## src/rtl/vga_clock_pkg.sv

```systemverilog
// Shared definitions for the VGA clock timekeeping core:
// field limits and widths, button indices, alarm record, wrap helpers.
package vga_clock_pkg;

    localparam int HOURS_MAX = 23;
    localparam int MINS_MAX  = 59;
    localparam int SECS_MAX  = 59;

    localparam int HOUR_W = 5;
    localparam int MIN_W  = 6;
    localparam int RING_W = 8;

    localparam int BTN_HOUR = 0;
    localparam int BTN_MIN  = 1;
    localparam int BTN_SEC  = 2;
    localparam int BTN_AL   = 3;
    localparam int BTN_TOG  = 4;
    localparam int NUM_BTNS = 5;

    typedef struct packed {
        logic              enable;
        logic [HOUR_W-1:0] hours;
        logic [MIN_W-1:0]  minutes;
    } alarm_t;

    function automatic logic [HOUR_W-1:0] hour_inc(
        input logic [HOUR_W-1:0] h
    );
        return (h == HOUR_W'(HOURS_MAX)) ? '0 : h + HOUR_W'(1);
    endfunction

    // Minutes and seconds share a width, so one helper serves both.
    function automatic logic [MIN_W-1:0] ms_inc(
        input logic [MIN_W-1:0] v,
        input int               max_v
    );
        return (v == MIN_W'(max_v)) ? '0 : v + MIN_W'(1);
    endfunction

endpackage

```

## src/rtl/clock_btn_debounce.sv

```systemverilog
// Button conditioner: 2-FF synchroniser, level debouncer, rising-edge pulse.
// Ports: clk, rst (async high), btn (raw), level (debounced), press (1-cycle).
module clock_btn_debounce #(
    parameter int DEBOUNCE_CYC = 250_000
) (
    input  logic clk,
    input  logic rst,
    input  logic btn,
    output logic level,
    output logic press
);

    localparam int CW = (DEBOUNCE_CYC > 1) ? $clog2(DEBOUNCE_CYC + 1) : 1;

    logic          sync_a;
    logic          sync_b;
    logic          level_d;
    logic [CW-1:0] cnt;

    always_ff @(posedge clk or posedge rst) begin
        if (rst) begin
            sync_a  <= 1'b0;
            sync_b  <= 1'b0;
            level   <= 1'b0;
            level_d <= 1'b0;
            press   <= 1'b0;
            cnt     <= '0;
        end else begin
            sync_a  <= btn;
            sync_b  <= sync_a;
            level_d <= level;
            press   <= level & ~level_d;
            // cnt holds how many consecutive samples disagreed so far
            if (sync_b == level) begin
                cnt <= '0;
            end else if (cnt == CW'(DEBOUNCE_CYC - 1)) begin
                level <= sync_b;
                cnt   <= '0;
            end else begin
                cnt <= cnt + CW'(1);
            end
        end
    end

endmodule

```

## src/rtl/vga_clock_timekeeper.sv

```systemverilog
// Timekeeping and multi-alarm core: hh:mm:ss counter, button edits,
// alarms with ring timeout and square-wave buzzer.
// Inputs: video_clk, reset (async high), five raw buttons, al_sel.
// Outputs: hours/minutes/seconds, sec_tick, selected alarm fields,
// al_enabled, ringing, buzzer_out (all registered).
module vga_clock_timekeeper
    import vga_clock_pkg::*;
#(
    parameter int CLK_HZ        = 25_000_000,
    parameter int NUM_ALARMS    = 2,
    parameter int DEBOUNCE_CYC  = 250_000,
    parameter int BUZZ_HALF_CYC = 12_500,
    parameter int RING_SEC      = 60,
    parameter int AW = (NUM_ALARMS > 1) ? $clog2(NUM_ALARMS) : 1
) (
    input  logic                  video_clk,
    input  logic                  reset,
    input  logic                  hour_in,
    input  logic                  min_in,
    input  logic                  sec_in,
    input  logic                  al_in,
    input  logic                  al_on_off_toggle_in,
    input  logic [AW-1:0]         al_sel,
    output logic [HOUR_W-1:0]     hours,
    output logic [MIN_W-1:0]      minutes,
    output logic [MIN_W-1:0]      seconds,
    output logic                  sec_tick,
    output logic [HOUR_W-1:0]     al_hours,
    output logic [MIN_W-1:0]      al_minutes,
    output logic [NUM_ALARMS-1:0] al_enabled,
    output logic [NUM_ALARMS-1:0] ringing,
    output logic                  buzzer_out
);

    localparam int PW = $clog2(CLK_HZ);
    localparam int BW =
        (BUZZ_HALF_CYC > 1) ? $clog2(BUZZ_HALF_CYC) : 1;

    logic [NUM_BTNS-1:0] btn_raw;
    logic [NUM_BTNS-1:0] btn_level;
    logic [NUM_BTNS-1:0] btn_press;
    logic                btn_unused;

    assign btn_raw = {al_on_off_toggle_in, al_in,
                      sec_in, min_in, hour_in};

    for (genvar g = 0; g < NUM_BTNS; g++) begin : g_btn
        clock_btn_debounce #(
            .DEBOUNCE_CYC(DEBOUNCE_CYC)
        ) u_btn (
            .clk  (video_clk),
            .rst  (reset),
            .btn  (btn_raw[g]),
            .level(btn_level[g]),
            .press(btn_press[g])
        );
    end

    assign btn_unused = ^{btn_level[BTN_TOG],
                          btn_level[BTN_SEC:BTN_HOUR],
                          btn_press[BTN_AL]};

    logic al_mode;
    logic hour_p;
    logic min_p;
    logic sec_p;
    logic tog_p;

    assign al_mode = btn_level[BTN_AL];
    assign hour_p  = btn_press[BTN_HOUR];
    assign min_p   = btn_press[BTN_MIN];
    assign sec_p   = btn_press[BTN_SEC];
    assign tog_p   = btn_press[BTN_TOG];

    logic [PW-1:0]     presc;
    logic              tick;
    logic              sec_clr;
    alarm_t            alarms [NUM_ALARMS];
    logic [RING_W-1:0] ring_cnt;
    logic [BW-1:0]     buzz_cnt;

    assign tick    = (presc == PW'(CLK_HZ - 1));
    assign sec_clr = sec_p & ~al_mode;

    // Tick-advanced time (used for alarm compare) and final next time
    logic [HOUR_W-1:0] t_hours;
    logic [MIN_W-1:0]  t_mins;
    logic [MIN_W-1:0]  t_secs;
    logic [HOUR_W-1:0] n_hours;
    logic [MIN_W-1:0]  n_mins;
    logic [MIN_W-1:0]  n_secs;

    always_comb begin
        t_hours = hours;
        t_mins  = minutes;
        t_secs  = seconds;
        if (tick) begin
            t_secs = ms_inc(seconds, SECS_MAX);
            if (seconds == MIN_W'(SECS_MAX)) begin
                t_mins = ms_inc(minutes, MINS_MAX);
                if (minutes == MIN_W'(MINS_MAX)) begin
                    t_hours = hour_inc(hours);
                end
            end
        end
        n_hours = t_hours;
        n_mins  = t_mins;
        n_secs  = t_secs;
        if (!al_mode) begin
            if (hour_p) n_hours = hour_inc(t_hours);
            if (min_p)  n_mins  = ms_inc(t_mins, MINS_MAX);
            if (sec_p)  n_secs  = '0;
        end
    end

    always_ff @(posedge video_clk or posedge reset) begin
        if (reset) begin
            presc    <= '0;
            hours    <= '0;
            minutes  <= '0;
            seconds  <= '0;
            sec_tick <= 1'b0;
        end else begin
            hours    <= n_hours;
            minutes  <= n_mins;
            seconds  <= n_secs;
            sec_tick <= tick;
            if (tick || sec_clr) begin
                presc <= '0;
            end else begin
                presc <= presc + PW'(1);
            end
        end
    end

    logic [NUM_ALARMS-1:0] sel_hit;
    logic [NUM_ALARMS-1:0] trig;
    logic [NUM_ALARMS-1:0] ring_nx;
    logic [RING_W-1:0]     cnt_nx;
    alarm_t                rb;

    always_comb begin
        rb = '0;
        for (int i = 0; i < NUM_ALARMS; i++) begin
            sel_hit[i] = (al_sel == AW'(i));
            trig[i]    = tick && alarms[i].enable &&
                         (t_secs == '0) &&
                         (t_hours == alarms[i].hours) &&
                         (t_mins == alarms[i].minutes);
            if (sel_hit[i]) rb = alarms[i];
        end
    end

    // A trigger reloads the shared timeout; expiry silences every alarm.
    always_comb begin
        ring_nx = ringing | trig;
        cnt_nx  = ring_cnt;
        if (|trig) begin
            cnt_nx = RING_W'(RING_SEC);
        end else if (tick && (|ringing) && (ring_cnt != '0)) begin
            cnt_nx = ring_cnt - RING_W'(1);
            if (ring_cnt == RING_W'(1)) ring_nx = '0;
        end
        // Toggling an enabled alarm off also dismisses it
        for (int i = 0; i < NUM_ALARMS; i++) begin
            if (tog_p && sel_hit[i] && alarms[i].enable) begin
                ring_nx[i] = 1'b0;
            end
        end
    end

    always_ff @(posedge video_clk or posedge reset) begin
        if (reset) begin
            for (int i = 0; i < NUM_ALARMS; i++) begin
                alarms[i] <= '0;
            end
            ringing    <= '0;
            ring_cnt   <= '0;
            al_hours   <= '0;
            al_minutes <= '0;
        end else begin
            for (int i = 0; i < NUM_ALARMS; i++) begin
                if (sel_hit[i] && al_mode && hour_p) begin
                    alarms[i].hours <= hour_inc(alarms[i].hours);
                end
                if (sel_hit[i] && al_mode && min_p) begin
                    alarms[i].minutes <=
                        ms_inc(alarms[i].minutes, MINS_MAX);
                end
                if (sel_hit[i] && tog_p) begin
                    alarms[i].enable <= ~alarms[i].enable;
                end
            end
            ringing    <= ring_nx;
            ring_cnt   <= cnt_nx;
            al_hours   <= rb.hours;
            al_minutes <= rb.minutes;
        end
    end

    always_comb begin
        for (int i = 0; i < NUM_ALARMS; i++) begin
            al_enabled[i] = alarms[i].enable;
        end
    end

    // Toggle on count 0 so the first rising edge lands one cycle
    // after ringing appears.
    always_ff @(posedge video_clk or posedge reset) begin
        if (reset) begin
            buzz_cnt   <= '0;
            buzzer_out <= 1'b0;
        end else if (!(|ringing)) begin
            buzz_cnt   <= '0;
            buzzer_out <= 1'b0;
        end else begin
            if (buzz_cnt == '0) buzzer_out <= ~buzzer_out;
            if (buzz_cnt == BW'(BUZZ_HALF_CYC - 1)) begin
                buzz_cnt <= '0;
            end else begin
                buzz_cnt <= buzz_cnt + BW'(1);
            end
        end
    end

endmodule

```

## config.mk

```make
export PLATFORM = sky130hd
export DESIGN_NAME = vga_clock_timekeeper
export DESIGN_NICKNAME = d
export VERILOG_FILES = /design/src/rtl/vga_clock_pkg.sv /design/src/rtl/clock_btn_debounce.sv /design/src/rtl/vga_clock_timekeeper.sv
export SDC_FILE = /design/constraint.sdc
export NUM_CORES = 1
export LEC_CHECK = 0
export ABC_CLOCK_PERIOD_IN_PS = 16900
export CAP_MARGIN = 20
export CORE_MARGIN = 2
export CORE_UTILIZATION = 40
export DETAILED_ROUTE_END_ITERATION = 6
export PLACE_DENSITY_LB_ADDON = 0.12
export SLEW_MARGIN = 20
export SYNTH_ARGS = -nofsm -noshare
export SYNTH_HDL_FRONTEND = slang
export SYNTH_SLANG_ARGS = --single-unit
```

## constraint.sdc

```tcl
create_clock -name video_clk -period 16.9 [get_ports video_clk]
set_input_delay 3.38 -clock video_clk [delete_from_list [all_inputs] [get_ports video_clk]]
set_output_delay 3.38 -clock video_clk [all_outputs]
set_load 0.02 [all_outputs]
```

After elaboration in Yosys (flattened, before gate mapping)
Cells that the tools add are included.
- add/sub/neg operators: 17
- equal/unequal tests: 27
- muxes and demuxes: 44
- bitwise logic cells: 20
- reduce and logical (&&, ||, !) cells: 32
- operators with widths (kind ; count):
    two-way mux 18 bit ; 10
    adder 18 x 1 -> 18 bit, second input constant ; 5
    == test 18 bit, second input constant ; 5
    two-way mux 6 bit ; 12
    two-way mux 5 bit ; 9
    adder 6 x 1 -> 6 bit, second input constant ; 5
    == test 6 bit, second input constant ; 5
    two-way mux 14 bit ; 2
    adder 25 x 1 -> 25 bit, second input constant ; 1
    == test 25 bit, second input constant ; 1
    two-way mux 25 bit ; 1
    adder 5 x 1 -> 5 bit, second input constant ; 4
    == test 5 bit, second input constant ; 4
    logical AND 1 bit ; 20
    two-way mux 8 bit ; 2
    adder 14 x 1 -> 14 bit, second input constant ; 1
    == test 14 bit, second input constant ; 1
    logical NOT 14 bit ; 1
    inverter 1 bit ; 14
    == test 6 bit ; 2
    two-way mux 11 bit ; 1
    == test 5 bit ; 2
    AND reduction 2 bit ; 5
    == test 8 x 1 -> 1 bit, second input constant ; 1
    other kinds (12) ; 26
- register bits after elaboration: 216
- output and inout bits: 34
- word-level logic and storage cells: 185

Longest topological paths before layout
Gate-level depths: netlist (run 1).
- depth in word-level cells: 13
- depth in mapped cells: 13
- gate-level depth less buffers: 11

Cells and area by module
Synthesis (run 1) repeated with hierarchy kept, for this count alone.
- cell total of the unflattened synthesis: 1270
- area total of the unflattened synthesis: 12184.2 sq um
- by module, submodules not included (module ; times used ; cells an instance ; area an instance (sq um) ; sequential area each (sq um)):
    vga_clock_timekeeper ; 1 ; 735 ; 6622.6 ; 2577.5
    clock_btn_debounce ; 5 ; 107 ; 1112.3 ; 575.6

Least setup slack after synthesis (run 1)
Ideal clock, no wire load.
- path kind: input to register
- from: in al_sel
- to: reg al_hours[2]
- library setup time: 125 ps
- arrival: 4304 ps
- slack: 12471 ps
- cell stages on the path: 3
- path buffers: 2
- cells stage by stage: buf_1 clkbuf_1 mux2_2
- RTL lines (element ; RTL line ; RTL):
    start, declared ; vga_clock_timekeeper.sv:23 ; input logic [AW-1:0] al_sel,
    end signal, assigned ; vga_clock_timekeeper.sv:196 ; al_hours <= rb.hours;
    end, declared ; vga_clock_timekeeper.sv:28 ; output logic [HOUR_W-1:0] al_hours,

Worst setup path after layout (run 1)
- from: reg minutes[3]
- to: out minutes[3]
- RTL lines (element ; RTL line ; RTL):
    start, declared ; vga_clock_timekeeper.sv:25 ; output logic [MIN_W-1:0] minutes,
    start signal, assigned ; vga_clock_timekeeper.sv:125 ; minutes <= n_mins;
No word-level cell between the ends.

==> metrics.md, run 1 <==
| Metric | Value |
|---|---|
| Avg Synthesized Cell Area | `9.55 um2` |
| Share of cells above drive strength 1 | `0.0654` |
| Crit-path max cell delay | `0.75 ns` |
| Hold EP | `g_btn[2].u_btn.sync_b` |
| Yosys cell types | `64` |
| Clock sink total | `216` |
| Post-route setup slack | `11.58 ns` |
| DRC Markers | `0` |
| Crit-path cells | `clkdlybuf4s50_1` |
| Worst reg2reg startpoint | `presc[8]` |
| Vias/cell | `5.14` |
| Post-synthesis compound-gate area fraction | `0.0739` |
| First-pass GRT wire length | `40400 um` |
| Largest family of logic cells by synthesized area | `simple AND/OR/NAND/NOR gates` |
| Dpl ws | `11.52 ns` |
| Ranking of synthesized cells by area | `dfrtp_1, nor2_1, xor2_1, xnor2_1, nand2_1` |
| Overall routing resource usage | `0.169` |
| CP Buf/Inv Count | `1` |
| Clock skew | `0.00806 ns` |
| Max-cap viol count | `0` |
| Initial antenna violation count | `0` |
| RSZ-0062 raised after global routing | `false` |
| Worst-skew pair later-pin latency | `0.53 ns` |
| Pwr/cell area | `88.3 nW/um2` |
| Hold Path Class | `register to register` |
| DR vias | `8129` |
| Tcrit/Tclk final | `0.315` |
| Hold path depth | `0` |
| CP Launch Type | `register` |
| Setup slack, reg-to-reg | `12.95 ns` |
| GR Overflow Total | `0` |
| Post-Route WL | `23800 um` |
| Die area | `29100 um2` |
| Flops & latches, synth | `216` |
| Sequential-to-total area share from yosys stat | `0.487` |
| Status | `finished clean` |
| Min Hold Slack | `0.347 ns` |
| Port buffer count | `41` |
| Num CTS Buffers | `26` |
| Post-route minimum period | `5.32 ns` |
| Antenna Nets Post-Route | `0` |
| Wirelength per Cell | `15.1 um` |
| EDFF count, synth | `0` |
| Number of diodes | `0` |
| CP max stage cell | `clkdlybuf4s50_1` |
| Worst slew margin | `0.379` |
| Maximum fanout along the worst path | `15` |
| Reg-to-reg endpoint | `minutes[4]` |
| Yosys Warn Count | `0` |
| TNS Setup | `0 ns` |
| Final Hold Vio Count | `0` |
| Synth Instances | `1163` |
| Nature of the critical path endpoint | `output port` |
| Kind of cell adding the most delay to the critical path | `buffers and inverters` |
| Commonest cells in the netlist | `dfrtp_1, nor2_1, nand2_1, xor2_1, nand3_1` |
| Xor and xnor area share after synthesis | `0.117` |
| P&R area growth vs syn | `14.6%` |
| Longest Clk Path Bufs | `3` |
| Starting DRC count in detailed routing | `588` |
| Worst-path clk slew | `0.06 ns` |
| Post-CTS setup buffers | `0` |
| Synth top area share | `0.487` |
| FP Rows | `60` |
| Pins Over Slew Limit | `0` |
| Hold Buf Count CTS | `0` |
| Leak | `0.00547 uW` |
| Register-to-Register Path Depth | `8` |
| Die Height | `171 um` |
| Prevailing post-synth register cell | `dfrtp_1` |
| Vias in the first global route | `7723` |
| Worst slew pin tran | `0.923 ns` |
| Critical Path AT | `1.94 ns` |
| Nets | `1218` |
| Starting Density | `0.410` |
| Fmax | `0.188 GHz` |
| CP Class | `register to output port` |
| Share of flip-flops with an asynchronous set or reset | `1.00` |
| H-tree depth | `1` |
| Post-CTS resize count | `0` |
| Dpl hpwl | `16200 um` |
| Post-Synth Simple-Gate Area | `0.247` |
| Hold wc startpoint | `g_btn[2].u_btn.sync_a` |
| CP required | `13.52 ns` |
| Syn Std Cell Area | `11100 um2` |
| TritonCTS clock tree | `yes` |
| Post-synthesis mux area share | `0.0243` |
| Clk root buf | `clkbuf_16` |
| Finished Core Util | `0.469` |
| Peak VDD IR | `0.0712 mV` |
| Count leader, synth | `dfrtp_1` |
| Die Width | `171 um` |
| Setup violators final | `0` |
| Adder-cell share of the synthesized area | `0.0225` |
| Pre-antenna DRT Iters | `5` |
| Ports | `42` |
| Largest area contributor in the netlist | `dfrtp_1` |
| Core Area | `27100 um2` |
| Gpl congestion | `0.814` |
| Post-Syn Nets | `1191` |
| Largest net degree at the start of global routing | `110` |
## per-layer routing
| layer | GRT usage | wire (um) | vias up |
|---|---|---|---|
| met2 | 0.253 | 10300 | 125 |
| met4 | 0.0483 | 513 | 0 |
| met1 | 0.248 | 11900 | 3903 |
| met3 | 0.0340 | 1120 | 35 |
| met5 | 0 | 0 | - |
| li1 | - | - | 4066 |
## registers in the layout, indices dropped and copies added (netlist names)
name                 flops
ring_cnt                 8
buzzer_out               1
presc                   25
al_hours                 5
g_btn.u_btn.press        4
sec_tick                 1
g_btn.u_btn.level_d      4
hours                    5
g_btn.u_btn.sync_b       5
buzz_cnt                14
ringing                  2
al_minutes               6
minutes                  6
alarms                  22
g_btn.u_btn.level        5
seconds                  6
al_enabled               2
g_btn.u_btn.sync_a       5
g_btn.u_btn.cnt         90
## stage by stage
step	area (um2)	power, uW	std cells
after global routing	12700	1170	1580
final	12700	1120	1580
after floorplan	11100	552	1163
after global placement	11800	562	1534
after CTS	12700	1140	1580
after detailed placement	11800	562	1534
## final cells by class
class	count	area (um2)
clock buffers	36	749
multi-input cells	869	5390
clock inverters	10	139
flip-flops and latches	216	5410
well taps	372	465
fillers	2544	14400
inverters	31	124
repair buffers	46	448
## cells in the final DEF (no fill, tap or decap), types with 34 or more instances in the layout
cell type and n:
dfrtp_1 216, nor2_1 183, nand2_1 100, xor2_1 78, nand3_1 72, xnor2_1 71
clkdlybuf4s50_1 41, o21ai_0 39, and3_1 34
## how the worst max path moves through the flow
stage | startpoint | endpoint | depth (start not counted)
2_1_floorplan | reset | al_enabled[0] | 1
3_3_place_gp | reset | minutes[2] | 3
3_5_place_dp | reset | alarms[15] | 3
4_1_cts | minutes[3] | minutes[3] | 1
5_1_grt | minutes[3] | minutes[3] | 1
6_report | minutes[3] | minutes[3] | 1
## report_power, final
group | switching, uW | total [uW] | internal, uW | leakage (uW)
Clock | 218 | 573 | 355 | 0.000435
Sequential | 3.30 | 526 | 522 | 0.00291
Combinational | 18.5 | 25.7 | 7.13 | 0.00212
## kinds of logic after synthesis
group                      Yosys count
and+or+nand+nor                    549
DFF                                216
xor gates and xnor gates           149
AOI/OAI and AO/OA                  126
buffers and inverters               78
muxes                               25
adders and majority gates           20
Note: power is estimated with default switching activity, not from simulation.
==> inputs of run 2 (changes only) <==
Settings changed: ABC_CLOCK_PERIOD_IN_PS 16900 to 4950.
Clock period 16.9 ns to 4.95 ns, I/O delays scaled along.
==> run 2 against run 1 <==
Clock power rose to 3.2 times the previous value. Sequential share of layout area increased by 0.24 points. Via count is 0.20% lower. Highest routed layer unchanged.
==> metrics.md, run 2 (synthesized netlist as in run 1, its figures left out) <==
| Metric | Value |
|---|---|
| Ports | `42` |
| Die area | `29100 um2` |
| Wirelength per Cell | `14.9 um` |
| Antenna Nets Post-Route | `0` |
| Nets | `1217` |
| Initial antenna violation count | `0` |
| Worst slew pin tran | `0.907 ns` |
| Num CTS Buffers | `25` |
| Starting Density | `0.410` |
| Gpl congestion | `0.869` |
| Share of cells above drive strength 1 | `0.0663` |
| Pre-antenna DRT Iters | `5` |
| P&R area growth vs syn | `13.9%` |
| H-tree depth | `1` |
| Peak VDD IR | `0.189 mV` |
| Post-CTS setup buffers | `0` |
| First-pass GRT wire length | `40400 um` |
| CP Buf/Inv Count | `0` |
| TNS Setup | `0 ns` |
| CP endpoint | `minutes[4]` |
| Post-CTS resize count | `0` |
| Hold Path Class | `register to register` |
| CP Class | `register to register` |
| Crit-path max cell delay | `0.71 ns` |
| Post-Route WL | `23600 um` |
| RSZ-0062 raised after global routing | `false` |
| FP Rows | `60` |
| Setup slack, reg-to-reg | `1.12 ns` |
| Worst reg2reg startpoint | `presc[8]` |
| Setup violators final | `0` |
| Core Area | `27100 um2` |
| Reg-to-reg endpoint | `minutes[4]` |
| Longest Clk Path Bufs | `3` |
| CP startpoint | `presc[8]` |
| Number of diodes | `0` |
| Worst-path clk slew | `0.06 ns` |
| Most flops, register | `g_btn.u_btn.cnt` |
| Max-cap viol count | `0` |
| Status | `finished clean` |
| Tcrit/Tclk final | `0.774` |
| Vias/cell | `5.14` |
| Hold Buf Count CTS | `0` |
| Maximum fanout along the worst path | `12` |
| Post-route minimum period | `3.83 ns` |
| CP max stage cell | `nor4_1` |
| Starting DRC count in detailed routing | `478` |
| Final-layout fill cell count | `2624` |
| Overall routing resource usage | `0.168` |
| Pwr Total | `3700 uW` |
| Biggest regs | `g_btn.u_btn.cnt x90, presc x25, alarms x22` |
| Kind of cell adding the most delay to the critical path | `simple AND/OR/NAND/NOR gates` |
| Placed Cells | `1534` |
| TritonCTS clock tree | `yes` |
| Hold wc startpoint | `g_btn[3].u_btn.sync_a` |
| GR Overflow Total | `0` |
| Crit-path cells | `or4b_4 > nor4_4 > nand3_1 > o21ai_1 > o21a_1 > nand2_1 > nor4_1 > a221oi_1` |
| Final Hold Vio Count | `0` |
| Die Width | `171 um` |
| CP required | `5.32 ns` |
| Leak | `0.00545 uW` |
| Non-filler cells, final | `1578` |
| Clk root buf | `clkbuf_16` |
| Worst-skew pair later-pin latency | `0.53 ns` |
| Clock skew | `0.0138 ns` |
| Crit path depth | `8` |
| Dpl hpwl | `16000 um` |
| Max reg flops | `90` |
| Vias in the first global route | `7945` |
| DR vias | `8113` |
| Port buffer count | `41` |
| Clock sink total | `216` |
| Min Hold Slack | `0.351 ns` |
| Worst slew margin | `0.396` |
| Largest net degree at the start of global routing | `166` |
| Die Height | `171 um` |
| Fmax | `0.261 GHz` |
| Register-to-Register Path Depth | `8` |
| Commonest non-fill, non-tap cells in the layout | `dfrtp_1, nor2_1, nand2_1, xor2_1, nand3_1` |
| Nature of the critical path endpoint | `register` |
| Critical Path AT | `4.20 ns` |
| Pins Over Slew Limit | `0` |
| DRC Markers | `0` |
| CP Launch Type | `register` |
| Pwr/cell area | `293 nW/um2` |
| Commonest non-fill, non-tap cell in the layout | `dfrtp_1` |
## run 2: cell type report
class	instances	area, um2	share of cell area
Sequential cell	216	5410	0.427
Multi-Input combinational cell	869	5390	0.426
Clock buffer	31	688	0.0544
Tap cell	372	465	0.0368
Timing Repair Buffer	46	460	0.0364
Inverter	31	120	0.00949
Clock inverter	13	119	0.00940
## run 2: metrics by stage
step                 util  setup slack (ns)  cell area, um2
finish              0.467              1.12           12700
global route        0.467             0.820           12700
CTS                 0.467              1.17           12700
detailed placement  0.437              1.21           11800
global placement    0.437              1.25           11800
floorplan               -              1.15           11100
## run 2: power breakdown
part	switching [uW]	internal [uW]	total (uW)	leakage, uW
logic	63.2	25.2	88.4	0.00212
clock network	735	1080	1820	0.000411
registers	10.8	1780	1790	0.00291
total	809	2890	3700	0.00545
## run 2: worst min path at each step
| stage | to | cells past startpoint | slack (ns) |
|---|---|---|---|
| 6_report | g_btn[3].u_btn.sync_b | 0 | 0.35 |
| 5_1_grt | g_btn[0].u_btn.sync_b | 0 | 0.36 |
| 4_1_cts | g_btn[3].u_btn.sync_b | 0 | 0.35 |
| 3_5_place_dp | g_btn[0].u_btn.sync_b | 0 | 0.34 |
| 3_3_place_gp | g_btn[2].u_btn.sync_b | 0 | 0.34 |
| 2_1_floorplan | g_btn[0].u_btn.sync_b | 0 | 0.33 |
## run 2: metal layers
| metal | track usage | up-vias | wire, um | share of wire |
|---|---|---|---|---|
| met5 | 0 | - | 0 | 0 |
| met4 | 0.0465 | 0 | 659 | 0.028 |
| met3 | 0.0259 | 48 | 724 | 0.031 |
| met2 | 0.259 | 97 | 10300 | 0.44 |
| met1 | 0.247 | 3920 | 11900 | 0.50 |
| li1 | - | 4048 | - | - |
==> inputs of run 3 (changes only) <==
Settings changed: ABC_CLOCK_PERIOD_IN_PS 4950 to 3700.
Clock period 4.95 ns to 3.7 ns, I/O delays scaled along.
==> run 3 against run 2 <==
Setup slack worse by 0.91 ns. Cell area up 2.0%. Clock skew down 0.0039 ns. Register-to-register slack worse by 0.91 ns. Critical path type unchanged. Largest power group unchanged. Highest routed layer unchanged.
==> metrics.md, run 3 (synthesized netlist as in run 1, its figures left out) <==
| Metric | Value |
|---|---|
| Status | `finished clean` |
| DRC Markers | `0` |
| Most flops, register | `g_btn.u_btn.cnt` |
| Peak VDD IR | `0.279 mV` |
| Crit path top cell by count | `buf_4` |
| CP Launch Type | `register` |
| DR vias | `8159` |
| Number of diodes | `0` |
| Vias/cell | `5.10` |
| RSZ-0062 raised after global routing | `false` |
| Hold Buf Count CTS | `0` |
| Worst-skew pair later-pin latency | `0.53 ns` |
| Setup violators final | `0` |
| Clock sink total | `216` |
| Starting DRC count in detailed routing | `536` |
| Final-layout fill cell count | `2565` |
| Die area | `29100 um2` |
| FP Rows | `60` |
| Placed Cells | `1555` |
| Logic pwr share | `0.024` |
| Sw frac | `0.217` |
| Final Hold Vio Count | `0` |
| Pre-antenna DRT Iters | `5` |
| Pwr/cell area | `393 nW/um2` |
| Pint | `3970 uW` |
| Dpl hpwl | `16700 um` |
| GR Overflow Total | `0` |
| Wirelength per Cell | `14.9 um` |
| Maximum fanout along the worst path | `11` |
| Gpl congestion | `0.865` |
| Port buffer count | `41` |
| Register-to-Register Path Depth | `10` |
| Die Height | `171 um` |
| Critical Path AT | `3.91 ns` |
| Biggest regs | `g_btn.u_btn.cnt x90, presc x25, alarms x22` |
| P&R area growth vs syn | `16.2%` |
| Die Width | `171 um` |
| CP startpoint | `presc[9]` |
| Core Area | `27100 um2` |
| Post-Route WL | `23900 um` |
| Clock skew | `0.00987 ns` |
| Sequential Area | `5410 um2` |
| Initial antenna violation count | `0` |
| Max reg flops | `90` |
| Max-cap viol count | `0` |
| Post-CTS setup buffers | `0` |
| Reg-to-reg endpoint | `ring_cnt[1]` |
| Commonest non-fill, non-tap cell in the layout | `dfrtp_1` |
| Starting Density | `0.410` |
| Tcrit/Tclk final | `0.944` |
| Largest net degree at the start of global routing | `71` |
| First-pass GRT wire length | `40800 um` |
| Post-route minimum period | `3.49 ns` |
| Non-filler cells, final | `1601` |
| Setup slack, reg-to-reg | `0.21 ns` |
| CP endpoint | `ring_cnt[1]` |
| TNS Setup | `0 ns` |
| Vias in the first global route | `7957` |
| Antenna Nets Post-Route | `0` |
| Num CTS Buffers | `26` |
| CP Class | `register to register` |
| Leak | `0.00558 uW` |
| TritonCTS clock tree | `yes` |
| Reg power frac | `0.473` |
| Crit-path max cell delay | `0.56 ns` |
| Hold Path Class | `register to register` |
| Worst slew margin | `0.512` |
| P_sw | `1100 uW` |
| Overall routing resource usage | `0.170` |
| Pins Over Slew Limit | `0` |
| Multi-input logic area | `5410 um2` |
| Clock network power share | `0.502` |
| Fmax | `0.286 GHz` |
| Share of cells above drive strength 1 | `0.0838` |
| Longest Clk Path Bufs | `3` |
| Post-CTS resize count | `0` |
| Worst slew pin tran | `0.730 ns` |
| CP max stage cell | `or4b_4` |
| Pwr Total | `5070 uW` |
| Worst-path clk slew | `0.06 ns` |
| Ports | `42` |
| Nets | `1239` |
| CP required | `4.11 ns` |
| H-tree depth | `1` |
| Crit-path cells | `or4b_4 > nor4_4 > buf_4 > nand3_1 > buf_4 > o21a_1 > a2111oi_0 > and4_1 > nand2b_1 > a211oi_1` |
| Nature of the critical path endpoint | `register` |
| Clk root buf | `clkbuf_16` |
| Worst reg2reg startpoint | `presc[9]` |
| Commonest non-fill, non-tap cells in the layout | `dfrtp_1, nor2_1, nand2_1, xor2_1, nand3_1` |
## run 3: power groups by stage
stage	logic (uW)	clock network (uW)	registers (uW)
after global routing	148	2710	2400
after global placement	130	0	2440
after detailed placement	130	0	2440
after floorplan	81.3	0	2440
final	124	2550	2400
after CTS	131	2630	2400
## run 3: metrics by stage
step	instance area, um2	utilization	hold WS [ns]	setup slack, ns
4_1_cts	12900	0.476	0.348	0.127
5_1_grt	12900	0.476	0.364	0.0469
6_report	12900	0.476	0.346	0.205
2_1_floorplan	11100	-	0.331	0.148
3_5_place_dp	12000	0.444	0.335	0.170
3_3_place_gp	12000	0.444	0.335	0.257
## run 3: critical path, delay by kind of cell (launching register included)
family / cells / cell delay [ns]
buf+inv: 2 / 0.42
compound gates: 3 / 0.88
simple gates: 5 / 1.66
flops: 1 / 0.43
## run 3: cell type report
class,instances,area share
Clock buffer,36,0.0580
Multi-Input combinational cell,869,0.419
Timing Repair Buffer,67,0.0498
Sequential cell,216,0.419
Tap cell,372,0.0361
Clock inverter,10,0.00883
Inverter,31,0.00931
## run 3: how the worst min path moves through the flow
stage	cells past startpoint	end	slack, ns	start
5_1_grt	0	g_btn[4].u_btn.sync_b	0.36	g_btn[4].u_btn.sync_a
3_3_place_gp	0	g_btn[4].u_btn.sync_b	0.34	g_btn[4].u_btn.sync_a
4_1_cts	0	g_btn[0].u_btn.sync_b	0.35	g_btn[0].u_btn.sync_a
3_5_place_dp	0	g_btn[0].u_btn.sync_b	0.33	g_btn[0].u_btn.sync_a
6_report	0	g_btn[0].u_btn.sync_b	0.35	g_btn[0].u_btn.sync_a
2_1_floorplan	0	g_btn[0].u_btn.sync_b	0.33	g_btn[0].u_btn.sync_a
## run 3: routing by layer
layer,GRT usage,part of all wire,vias to the layer above
met1,0.250,0.50,3921
met5,0,0,-
met3,0.0254,0.032,36
met4,0.0405,0.020,0
li1,-,-,4099
met2,0.264,0.45,103
